[config.mk]
export PLATFORM = sky130hd
export DESIGN_NAME = sram_arbiter
export DESIGN_NICKNAME = d
export VERILOG_FILES = /design/src/rtl/sram_arbiter.sv
export SDC_FILE = /design/constraint.sdc
export NUM_CORES = 1
export LEC_CHECK = 0
export CORE_UTILIZATION = 37
export CTS_BUF_LIST = sky130_fd_sc_hd__clkbuf_4 sky130_fd_sc_hd__clkbuf_8 sky130_fd_sc_hd__clkbuf_16
export DETAILED_ROUTE_END_ITERATION = 10
export GPL_TIMING_DRIVEN = 0
export PLACE_DENSITY = 0.78
export SYNTH_ARGS = -nofsm -noshare
export SYNTH_HDL_FRONTEND = slang
export SYNTH_SLANG_ARGS = --single-unit
[constraint.sdc]
create_clock -name clk -period 2.25 [get_ports clk]
set_input_delay 0.45 -clock clk [delete_from_list [all_inputs] [get_ports clk]]
set_output_delay 0.45 -clock clk [all_outputs]
set_load 0.01 [all_outputs]
[src/rtl/sram_arbiter.sv]
// Arbiter sharing one single-port ZBT SRAM between a display read stream and a
// capture write stream. Grants one request per cycle, inserts idle cycles on
// bus direction changes, bounds write starvation, and returns read data with a
// valid strobe after the fixed SRAM pipeline latency.
module sram_arbiter #(
  parameter int READ_LATENCY  = 4,
  parameter int TURNAROUND    = 1,
  parameter int MAX_RD_STREAK = 8
) (
  input  logic        clk,
  input  logic        rst,
  input  logic        rd_req,
  input  logic [19:0] rd_addr,
  output logic        rd_ack,
  output logic [17:0] rd_data,
  output logic        rd_valid,
  input  logic        wr_req,
  input  logic [19:0] wr_addr,
  input  logic [17:0] wr_data,
  output logic        wr_ack,
  output logic [19:0] mem_addr,
  output logic [17:0] mem_wdata,
  output logic        mem_we,
  input  logic [17:0] mem_rdata
);

  localparam int SW    = $clog2(MAX_RD_STREAK + 1);
  localparam int TW    = (TURNAROUND > 0) ? $clog2(TURNAROUND + 1) : 1;
  // The cycle that detects a direction change is itself the first idle cycle,
  // so the TURN state only covers the remaining TURNAROUND-1 cycles.
  localparam int TA_M1 = (TURNAROUND > 1) ? TURNAROUND - 1 : 0;

  localparam logic [SW-1:0] STREAK_MAX = SW'(MAX_RD_STREAK);
  localparam logic [TW-1:0] TURN_LOAD  = TW'(TA_M1);

  typedef enum logic [1:0] {S_IDLE, S_RD, S_WR, S_TURN} state_t;

  state_t                  state_q, state_d;
  logic                    dir_q, dir_d;        // last issued direction, 1 = write
  logic                    tgt_q, tgt_d;        // direction being turned towards
  logic                    pref_q, pref_d;      // first cycle after a turn: favour dir
  logic [TW-1:0]           turn_cnt_q, turn_cnt_d;
  logic [SW-1:0]           streak_q, streak_d;
  logic [READ_LATENCY-1:0] vsr_q;
  logic                    rd_valid_q;
  logic [17:0]             rd_data_q;
  logic [19:0]             mem_addr_q;
  logic [17:0]             mem_wdata_q;
  logic                    mem_we_q;
  logic                    win_wr;
  logic                    rd_grant, wr_grant;

  // Arbitration, turnaround sequencing and starvation counter next-state
  always_comb begin
    state_d    = state_q;
    dir_d      = dir_q;
    tgt_d      = tgt_q;
    pref_d     = 1'b0;
    turn_cnt_d = turn_cnt_q;
    streak_d   = streak_q;
    win_wr     = 1'b0;
    rd_grant   = 1'b0;
    wr_grant   = 1'b0;

    if (state_q == S_TURN) begin
      if (turn_cnt_q <= TW'(1)) begin
        turn_cnt_d = '0;
        dir_d      = tgt_q;
        pref_d     = 1'b1;
        state_d    = S_IDLE;
      end else begin
        turn_cnt_d = turn_cnt_q - TW'(1);
      end
    end else begin
      if (rd_req && wr_req) begin
        win_wr = pref_q ? dir_q : (streak_q == STREAK_MAX);
      end else begin
        win_wr = wr_req;
      end

      if (!rd_req && !wr_req) begin
        state_d = S_IDLE;
      end else if ((win_wr == dir_q) || (TURNAROUND == 0)) begin
        rd_grant = ~win_wr;
        wr_grant = win_wr;
        dir_d    = win_wr;
        state_d  = win_wr ? S_WR : S_RD;
      end else begin
        tgt_d = win_wr;
        if (TURNAROUND <= 1) begin
          dir_d   = win_wr;
          pref_d  = 1'b1;
          state_d = S_IDLE;
        end else begin
          turn_cnt_d = TURN_LOAD;
          state_d    = S_TURN;
        end
      end
    end

    if (!wr_req || wr_grant) begin
      streak_d = '0;
    end else if (rd_grant && (streak_q != STREAK_MAX)) begin
      streak_d = streak_q + SW'(1);
    end
  end

  assign rd_ack = rd_grant & ~rst;
  assign wr_ack = wr_grant & ~rst;

  // Control state registers
  always_ff @(posedge clk) begin
    if (rst) begin
      state_q    <= S_IDLE;
      dir_q      <= 1'b0;
      tgt_q      <= 1'b0;
      pref_q     <= 1'b0;
      turn_cnt_q <= '0;
      streak_q   <= '0;
    end else begin
      state_q    <= state_d;
      dir_q      <= dir_d;
      tgt_q      <= tgt_d;
      pref_q     <= pref_d;
      turn_cnt_q <= turn_cnt_d;
      streak_q   <= streak_d;
    end
  end

  // Command registers: loaded only on a grant, write enable pulses for one cycle
  always_ff @(posedge clk) begin
    if (rst) begin
      mem_addr_q  <= '0;
      mem_wdata_q <= '0;
      mem_we_q    <= 1'b0;
    end else if (rd_grant) begin
      mem_addr_q  <= rd_addr;
      mem_we_q    <= 1'b0;
    end else if (wr_grant) begin
      mem_addr_q  <= wr_addr;
      mem_wdata_q <= wr_data;
      mem_we_q    <= 1'b1;
    end else begin
      mem_we_q    <= 1'b0;
    end
  end

  // Read return path: valid token travels with the SRAM pipeline, data captured on exit
  always_ff @(posedge clk) begin
    if (rst) begin
      vsr_q      <= '0;
      rd_valid_q <= 1'b0;
      rd_data_q  <= '0;
    end else begin
      vsr_q      <= (vsr_q << 1) | READ_LATENCY'(rd_grant);
      rd_valid_q <= vsr_q[READ_LATENCY-1];
      if (vsr_q[READ_LATENCY-1]) begin
        rd_data_q <= mem_rdata;
      end
    end
  end

  assign rd_valid  = rd_valid_q;
  assign rd_data   = rd_data_q;
  assign mem_addr  = mem_addr_q;
  assign mem_wdata = mem_wdata_q;
  assign mem_we    = mem_we_q;

endmodule

==> run summary, run 1 <==
Status: finished with violations
Failing checks: negative setup slack
PwrDens: 600 nW/um^2
Tot GR Track Use: 0.204
Synth top area cells: dfxtp_1, mux2i_1, nand2b_1
Static Leak: 0.00185 uW
Via density per instance: 4.85
Worst IR Drop VDD: 0.363 mV
DRC: 0
Yosys warns: 0
Total gr overflow: 0
Critical path required time: 1.80 ns
Worst-margin pin slew: 0.564 ns
Initial antenna violation count: 0
Core area: 7770 sq um
Initial Util: 0.383
Vias in the first global route: 2748
Max FO, Critical Path: 3
Path depth of the worst reg2reg path: 8
Final period utilization: 1.04
Die height: 91.6 um
Clock Latency Late Sink: 0.35 ns
Share of the synthesized area in the top cell type: 0.478
Hold Startpoint: vsr_q[2]
Final worst slack: -0.0855 ns
Crit path time final: 2.34 ns
Crit start category: flop
DRT Pass-1 Iters: 4
TritonCTS Buffers: 9
Antenna cells: 0
Largest net degree at the start of global routing: 20
Layout cells sized above 1: 0.145
Hold endpoint: vsr_q[3]
Die Area: 8400 sq um
Number of H-tree levels: 3
Clock Tree Buf Depth: 2
Final setup violation count: 11
Cells after Synth: 287
Max-cap violations: 0
Chip width: 91.6 um
Fmax: 428 MHz
Mapped Nets: 370
CP arrival: 1.89 ns
Mean Syn Cell Area: 10.4 sq um
GP Congestion: 0.832
Drt wl/cell: 15.1 um
Worst Hold Depth: 1
CTS Hold Bufs: 0
Clk root buf: clkbuf_8
Clock Sinks: 71
Largest area contributor in the netlist: dfxtp_1
Seq/Total Area, Yosys: 0.478
Final Max Tran Viols: 0
First-pass GRT wire length: 13.3 mm
DR vias: 2702
Worst min path class: reg -> reg
ANT nets after route: 0
FF-to-FF End: mem_addr[14]
Flops & latches, synth: 71
Port Buffers: 139
# rows: 32
Final core utilization: 0.630
Routed wire length: 8.40 mm
Max-Slew Margin vs Limit: 0.624
Nets: 533
DP HPWL: 5.78 mm
Reg clk slew, reported paths: 0.07 ns
Crit. End Element: output port
Ports: 140
Area grow syn2layout: 64.5%
Register-to-register setup slack: -0.02 ns
Clk_skew: 0.0111 ns
Dpl ws: -1.28 ns
Reg-to-reg startpoint: dir_q
Critical path class: reg -> out
Initial DRC count: 115
RSZ-0062 raised after global routing: yes
CTS tree: done
Count of cell types in the netlist: 38
Final hold violations: 0
Post-Synthesis Cell Area: 2970 sq um
-- worst max-delay path, cell delays in order, from the launching register on --
cell and delay [ns]:
dfxtp_1 0.41, and2b_2 0.27, a221oi_4 0.33, ha_4 0.23
nand2_8 0.07, nor2_4 0.12, buf_6 0.10
-- metrics by stage --
step	setup TNS [ns]	cells	hold WS [ns]	cell area, sq um	total power, uW
floorplan	0	287	0.414	2970	1540
global placement	-31.87	528	0.422	4490	1790
detailed placement	-33.96	528	0.431	4490	1800
CTS	-0.408	555	0.448	4870	2950
global route	-0.900	557	0.456	4890	3070
finish	-0.236	557	0.442	4890	2930
-- power breakdown --
part / internal (uW) / switching (uW) / total (uW) / leakage [uW]
clock: 625 / 501 / 1130 / 0.000102
sequential: 1300 / 27.5 / 1330 / 0.000579
combinational: 292 / 184 / 476 / 0.00117
total: 2220 / 713 / 2930 / 0.00185
-- cells in the mapped netlist --
master / count
ha_1: 3
clkbuf_1: 9
nand2_1: 10
xnor2_1: 1
inv_1: 2
a221oi_2: 1
a221o_1: 11
and3_1: 15
mux2i_1: 37
buf_1: 2
or3_1: 1
o21ai_0: 2
a2bb2oi_2: 1
a211o_1: 4
buf_12: 1
nand2b_1: 36
nor2_1: 31
nand3_1: 9
a21oi_1: 5
a311oi_2: 2
and2b_2: 1
inv_2: 1
nor2_8: 1
buf_6: 4
a211oi_1: 1
buf_2: 3
nor2_2: 3
nor3b_1: 3
nand4_1: 1
nor3_4: 1
nand3b_4: 1
o311ai_4: 1
a311oi_1: 4
nor2b_1: 5
xor2_1: 1
dfxtp_1: 71
o31a_2: 1
nand2_2: 1
-- cell type report --
cell class	count	area, sq um
Fill cell	663	2880
Timing Repair Buffer	155	1500
Multi-Input combinational cell	194	1490
Sequential cell	71	1420
Tap cell	102	128
Clock buffer	9	124
Buffer	16	116
Clock inverter	7	96.3
Inverter	3	13.8
-- registers in the layout, summed over array words and instances, names as in the netlist, 2 cells and up --
name / cells
mem_addr: 20
mem_wdata: 18
rd_data: 18
streak_q: 4
vsr_q: 4
state_q: 2
-- kinds of logic after synthesis --
kind of cell,after synthesis,share of synthesized area
flops,71,0.478
fa+ha+maj,3,0.0126
xor+xnor,2,0.00589
buf+inv,22,0.0446
mux,37,0.125
simple gates,119,0.227
compound gates,33,0.107
-- timing repair --
action	4_1_cts	5_1_grt
endpoints found under the hold margin	0	0
cloned	1	0
setup endpoints to repair	41	26
buffers inserted	12	3
pin swaps	7	5
resized for setup	31	3
-- how the worst max path moves through the flow --
stage / cells past startpoint / startpoint / endpoint / slack [ns]
CTS: 9 / streak_q[1] / wr_ack / -0.11
floorplan: 8 / streak_q[0] / wr_ack / 0.01
detailed placement: 8 / rd_req / wr_ack / -1.28
global route: 8 / streak_q[0] / wr_ack / -0.14
global placement: 8 / rd_req / wr_ack / -1.23
finish: 6 / dir_q / wr_ack / -0.09
-- metal layers --
layer  up-vias  routed length [um]  GRT usage
li1       1326                   -          -
met1      1262                3530      0.239
met2       103                4080      0.348
met3        11                 650     0.0614
met4         0                 141     0.0807
met5         -                   0          0
-- cells in the final DEF (no fill, tap or decap), drive strengths merged, types with 2 or more instances in the layout --
cell and count:
clkdlybuf4s50 135, dfxtp 71, bufinv 2, and3 15, a211o 4, buf 25
o21ai 2, a311oi 6, dlygate4sd2 2, mux2i 37, nor3b 3, nand3 9
nand2 11, clkinvlp 3, nand2b 36, clkbuf 18, ha 3, nor2 35
inv 4, a221o 11, nor2b 5, a21oi 5
(Power assumes the default switching activity.)
==> run 2, diff against run 1 <==
Settings changed: PLACE_DENSITY 0.78 to 0.87, REMOVE_ABC_BUFFERS from default to 1.
==> run summary, run 2 (synthesized netlist as in run 1, its figures left out) <==
Via density per instance: 4.94
Switching portion of total power: 0.233
Port Buffers: 139
Die Area: 8400 sq um
Drt wl/cell: 14.5 um
Reg clk slew, reported paths: 0.07 ns
Area grow syn2layout: 62.3%
Worst IR Drop VDD: 0.317 mV
Clock Latency Late Sink: 0.34 ns
DR vias: 2670
Crit path time final: 2.26 ns
Crit start category: flop
DP HPWL: 5.01 mm
Max-cap violations: 0
Largest net degree at the start of global routing: 59
Worst-margin pin slew: 1.04 ns
Initial Util: 0.383
# rows: 32
Number of H-tree levels: 3
Chip width: 91.6 um
Clk pwr share: 0.409
DRC: 0
CTS Hold Bufs: 0
TritonCTS Buffers: 9
Crit. End Element: output port
Register Area: 1430 sq um
Layout cells sized above 1: 0.134
CTS tree: done
Clk_skew: 0.00873 ns
Tot GR Track Use: 0.188
Worst hold margin: 0.437 ns
Max FO, Critical Path: 3
ANT nets after route: 0
Core area: 7770 sq um
Clock Sinks: 71
Initial DRC count: 76
Failing checks: negative setup slack
Die height: 91.6 um
GP Congestion: 0.756
Critical path required time: 1.80 ns
Final Max Tran Viols: 0
Critical path class: reg -> out
Flop pwr share: 0.441
Final setup violation count: 1
DRT Pass-1 Iters: 4
RSZ-0062 raised after global routing: yes
First-pass GRT wire length: 12.5 mm
Nets: 517
Most common cell after layout, fill and taps aside: clkdlybuf4s50_1
Multi-input gate area: 1520 sq um
Switch Pwr: 705 uW
Int Pwr: 2320 uW
Max-Slew Margin vs Limit: 0.305
Initial antenna violation count: 0
Worst min path class: reg -> reg
Area of placed instances: 4390 sq um
Commonest non-fill, non-tap cells in the layout: clkdlybuf4s50_1, dfxtp_1, mux2i_1
Final period utilization: 1.01
Final hold violations: 0
Status: finished with violations
Fin area: 4820 sq um
Ports: 140
Total power: 3030 uW
Total gr overflow: 0
Antenna cells: 0
CP arrival: 1.81 ns
Clk root buf: clkbuf_8
Clock Tree Buf Depth: 2
Static Leak: 0.00181 uW
Routed wire length: 7.86 mm
Final worst slack: -0.0140 ns
Gate power share: 0.150
Max reg flops: 20
Vias in the first global route: 2733
PwrDens: 628 nW/um^2
Fmax: 442 MHz
Fin Setup TNS: -0.0140 ns
# fillers: 646
-- run 2: changes by cell type in the layout (fill, tap and decap cells not counted), sizes merged --
cell           before  now
buf                25   18
clkbuf             18    9
clkdlybuf4s50     135  134
bufinv              2    3
o311ai              1    2
clkinvlp            3    1
clkinv              1    2
-- run 2: path summary, 6_finish.rpt --
kind / startpoint / end / slack (ns) / cells after the start
setup / recovery: streak_q[0] / wr_ack / -0.01 / 8
setup reg to reg: streak_q[0] / mem_addr[15] / 0.08 / 9
hold / removal: vsr_q[2] / vsr_q[3] / 0.44 / 1
hold reg to reg: vsr_q[2] / vsr_q[3] / 0.44 / 1
-- run 2: timing repair --
action                                  4_1_cts  5_1_grt
gates resized for setup                      27        0
cloned                                        1        0
pin swaps                                     7        6
endpoints found under the setup margin       42       23
setup buffers                                10        4
-- run 2: layout make-up --
cell class / count / area share
tap: 102 / 0.0265
clock buffer: 9 / 0.0257
clock inverter: 7 / 0.0249
timing repair buffer: 154 / 0.311
sequential: 71 / 0.295
multi-input combinational: 195 / 0.315
inverter: 3 / 0.00233
-- run 2: stage by stage --
stage,setup slack [ns],utilization,cells
2_1_floorplan,-0.0254,-,268
3_3_place_gp,-2.04,0.563,509
3_5_place_dp,-1.24,0.565,510
4_1_cts,-0.0394,0.617,537
5_1_grt,-0.0987,0.621,541
6_report,-0.0140,0.621,541
-- run 2: metal layers --
| layer | track usage | vias up | part of all wire |
|---|---|---|---|
| met5 | 0 | - | 0 |
| met4 | 0.103 | 0 | 0.019 |
| met3 | 0.0556 | 14 | 0.079 |
| met2 | 0.333 | 118 | 0.49 |
| met1 | 0.198 | 1242 | 0.41 |
| li1 | - | 1296 | - |
-- run 2: power by group through the flow --
| stage | clock, uW | sequential [uW] | combinational (uW) |
|---|---|---|---|
| 6_report | 1240 | 1340 | 455 |
| 5_1_grt | 1330 | 1340 | 487 |
| 4_1_cts | 1280 | 1330 | 450 |
| 3_5_place_dp | 0 | 1360 | 415 |
| 3_3_place_gp | 0 | 1360 | 407 |
| 2_1_floorplan | 0 | 1370 | 134 |
-- run 2: critical path: stages (launching register included) --
cell	delay, ns
dfxtp_2	0.34
inv_2	0.07
ha_4	0.14
nand3b_4	0.10
a221oi_4	0.35
ha_4	0.22
nand2_8	0.06
nor2_2	0.08
buf_2	0.12
==> run 3, diff against run 2 <==
Settings changed: SETUP_SLACK_MARGIN from default to 0.05.
==> run summary, run 3 (synthesized netlist as in run 1, its figures left out) <==
Status: complete, no violations
Clock Tree Buf Depth: 2
Clk pwr share: 0.408
Static Leak: 0.00182 uW
Final hold violations: 0
Path depth of the worst reg2reg path: 9
CP max-delay cell: a221oi_4
Largest net degree at the start of global routing: 59
Most common cell after layout, fill and taps aside: clkdlybuf4s50_1
Die Area: 8400 sq um
Crit path largest cell delay: 0.35 ns
Area of placed instances: 4390 sq um
Top Usage Layer GRT: met2
GP Congestion: 0.756
Initial Util: 0.383
# rows: 32
CP arrival: 1.78 ns
Nets: 518
Layout cells sized above 1: 0.136
Max FO, Critical Path: 3
Cells along the critical path: inv_2 > ha_4 > nand3b_4 > a221oi_4 > ha_4 > nand2_8 > nor2_2 > buf_2
Vias in the first global route: 2742
Via density per instance: 4.91
Clock Sinks: 71
Max-Slew Margin vs Limit: 0.305
DRT Pass-1 Iters: 4
ANT nets after route: 0
Crit. End Element: output port
Final setup violation count: 0
Dpl ws: -1.24 ns
Drt wl/cell: 14.3 um
Chip width: 91.6 um
Critical path class: reg -> out
Reg-to-reg startpoint: streak_q[1]
Met1 Use GR: 0.197
Switch Pwr: 700 uW
Initial DRC count: 59
Final period utilization: 0.992
Critical path required time: 1.80 ns
Initial antenna violation count: 0
DP HPWL: 5.01 mm
Ports: 140
Hold Startpoint: vsr_q[2]
CP most frequent cell: ha_4
Crit path time final: 2.23 ns
Worst Hold Depth: 1
Die height: 91.6 um
Gate power share: 0.151
Core area: 7770 sq um
Met3 Resource Use GR: 0.0564
Worst IR Drop VDD: 0.317 mV
Clock Latency Late Sink: 0.33 ns
Int Pwr: 2320 uW
Flop pwr share: 0.441
Register-to-register setup slack: 0.10 ns
FF-to-FF End: mem_addr[15]
Final worst slack: 0.0190 ns
Switching portion of total power: 0.232
Met2 GRT Util: 0.330
Max reg flops: 20
Hold endpoint: vsr_q[3]
DR vias: 2662
Total gr overflow: 0
Number of H-tree levels: 3
Worst min path class: reg -> reg
Clk root buf: clkbuf_8
Final Max Tran Viols: 0
Routed wire length: 7.73 mm
DRC: 0
First-pass GRT wire length: 12.5 mm
Tot GR Track Use: 0.187
TritonCTS Buffers: 9
RSZ-0062 raised after global routing: yes
Area grow syn2layout: 63.2%
CTS tree: done
CTS Hold Bufs: 0
Fmax: 448 MHz
Reg clk slew, reported paths: 0.08 ns
Max-cap violations: 0
Crit start category: flop
Antenna cells: 0
Clk_skew: 0.00868 ns
Fin area: 4850 sq um
Worst-margin pin slew: 1.04 ns
Port Buffers: 139
Commonest non-fill, non-tap cells in the layout: clkdlybuf4s50_1, dfxtp_1, mux2i_1
PwrDens: 624 nW/um^2
==> run 3: what timing repair did <==
item	in CTS	in global routing
pin swaps	6	7
setup buffers	12	3
endpoints found under the setup margin	42	34
hold endpoints to repair	0	0
resized for setup	28	0
gates cloned	1	0
==> run 3: layout make-up <==
class,instances,area (sq um)
Sequential cell,71,1430
Multi-Input combinational cell,195,1520
Tap cell,102,128
Clock inverter,7,120
Clock buffer,9,124
Inverter,3,11.3
Timing Repair Buffer,155,1530
Fill cell,648,2920
==> run 3: worst max path at each step <==
stage	startpoint	to	slack (ns)
2_1_floorplan	streak_q[0]	mem_addr[0]	-0.03
3_3_place_gp	rst	rd_ack	-2.04
3_5_place_dp	wr_req	rd_ack	-1.24
4_1_cts	streak_q[0]	wr_ack	-0.02
5_1_grt	streak_q[0]	wr_ack	-0.07
6_report	streak_q[1]	wr_ack	0.02
==> run 3: power groups by stage <==
stage	Clock (uW)	Combinational (uW)	Sequential (uW)
final	1230	455	1330
after CTS	1280	455	1330
after detailed placement	0	415	1360
after global routing	1330	488	1340
after global placement	0	407	1360
after floorplan	0	134	1370
==> run 3: stage by stage <==
stage / TNS [ns] / power [uW] / util / instances / hold WS, ns
6_report: 0 / 3030 / 0.625 / 542 / 0.437
3_5_place_dp: -37.62 / 1770 / 0.565 / 510 / 0.424
5_1_grt: -0.0720 / 3160 / 0.625 / 542 / 0.474
2_1_floorplan: -0.295 / 1510 / - / 268 / 0.414
4_1_cts: -0.0248 / 3070 / 0.620 / 539 / 0.442
3_3_place_gp: -71.65 / 1760 / 0.563 / 509 / 0.416
==> run 3: metal layers <==
layer / part of all wire / vias up
li1: - / 1301
met2: 0.49 / 113
met3: 0.078 / 16
met5: 0 / -
met1: 0.41 / 1232
met4: 0.025 / 0
==> run 3: worst max-delay path, delay by kind of cell, from the launching register on <==
| family | cells | cell delay, ns |
|---|---|---|
| adders and majority gates | 2 | 0.36 |
| AOI/OAI and AO/OA | 1 | 0.35 |
| DFF | 1 | 0.33 |
| and+or+nand+nor | 3 | 0.23 |
| buffers and inverters | 2 | 0.18 |
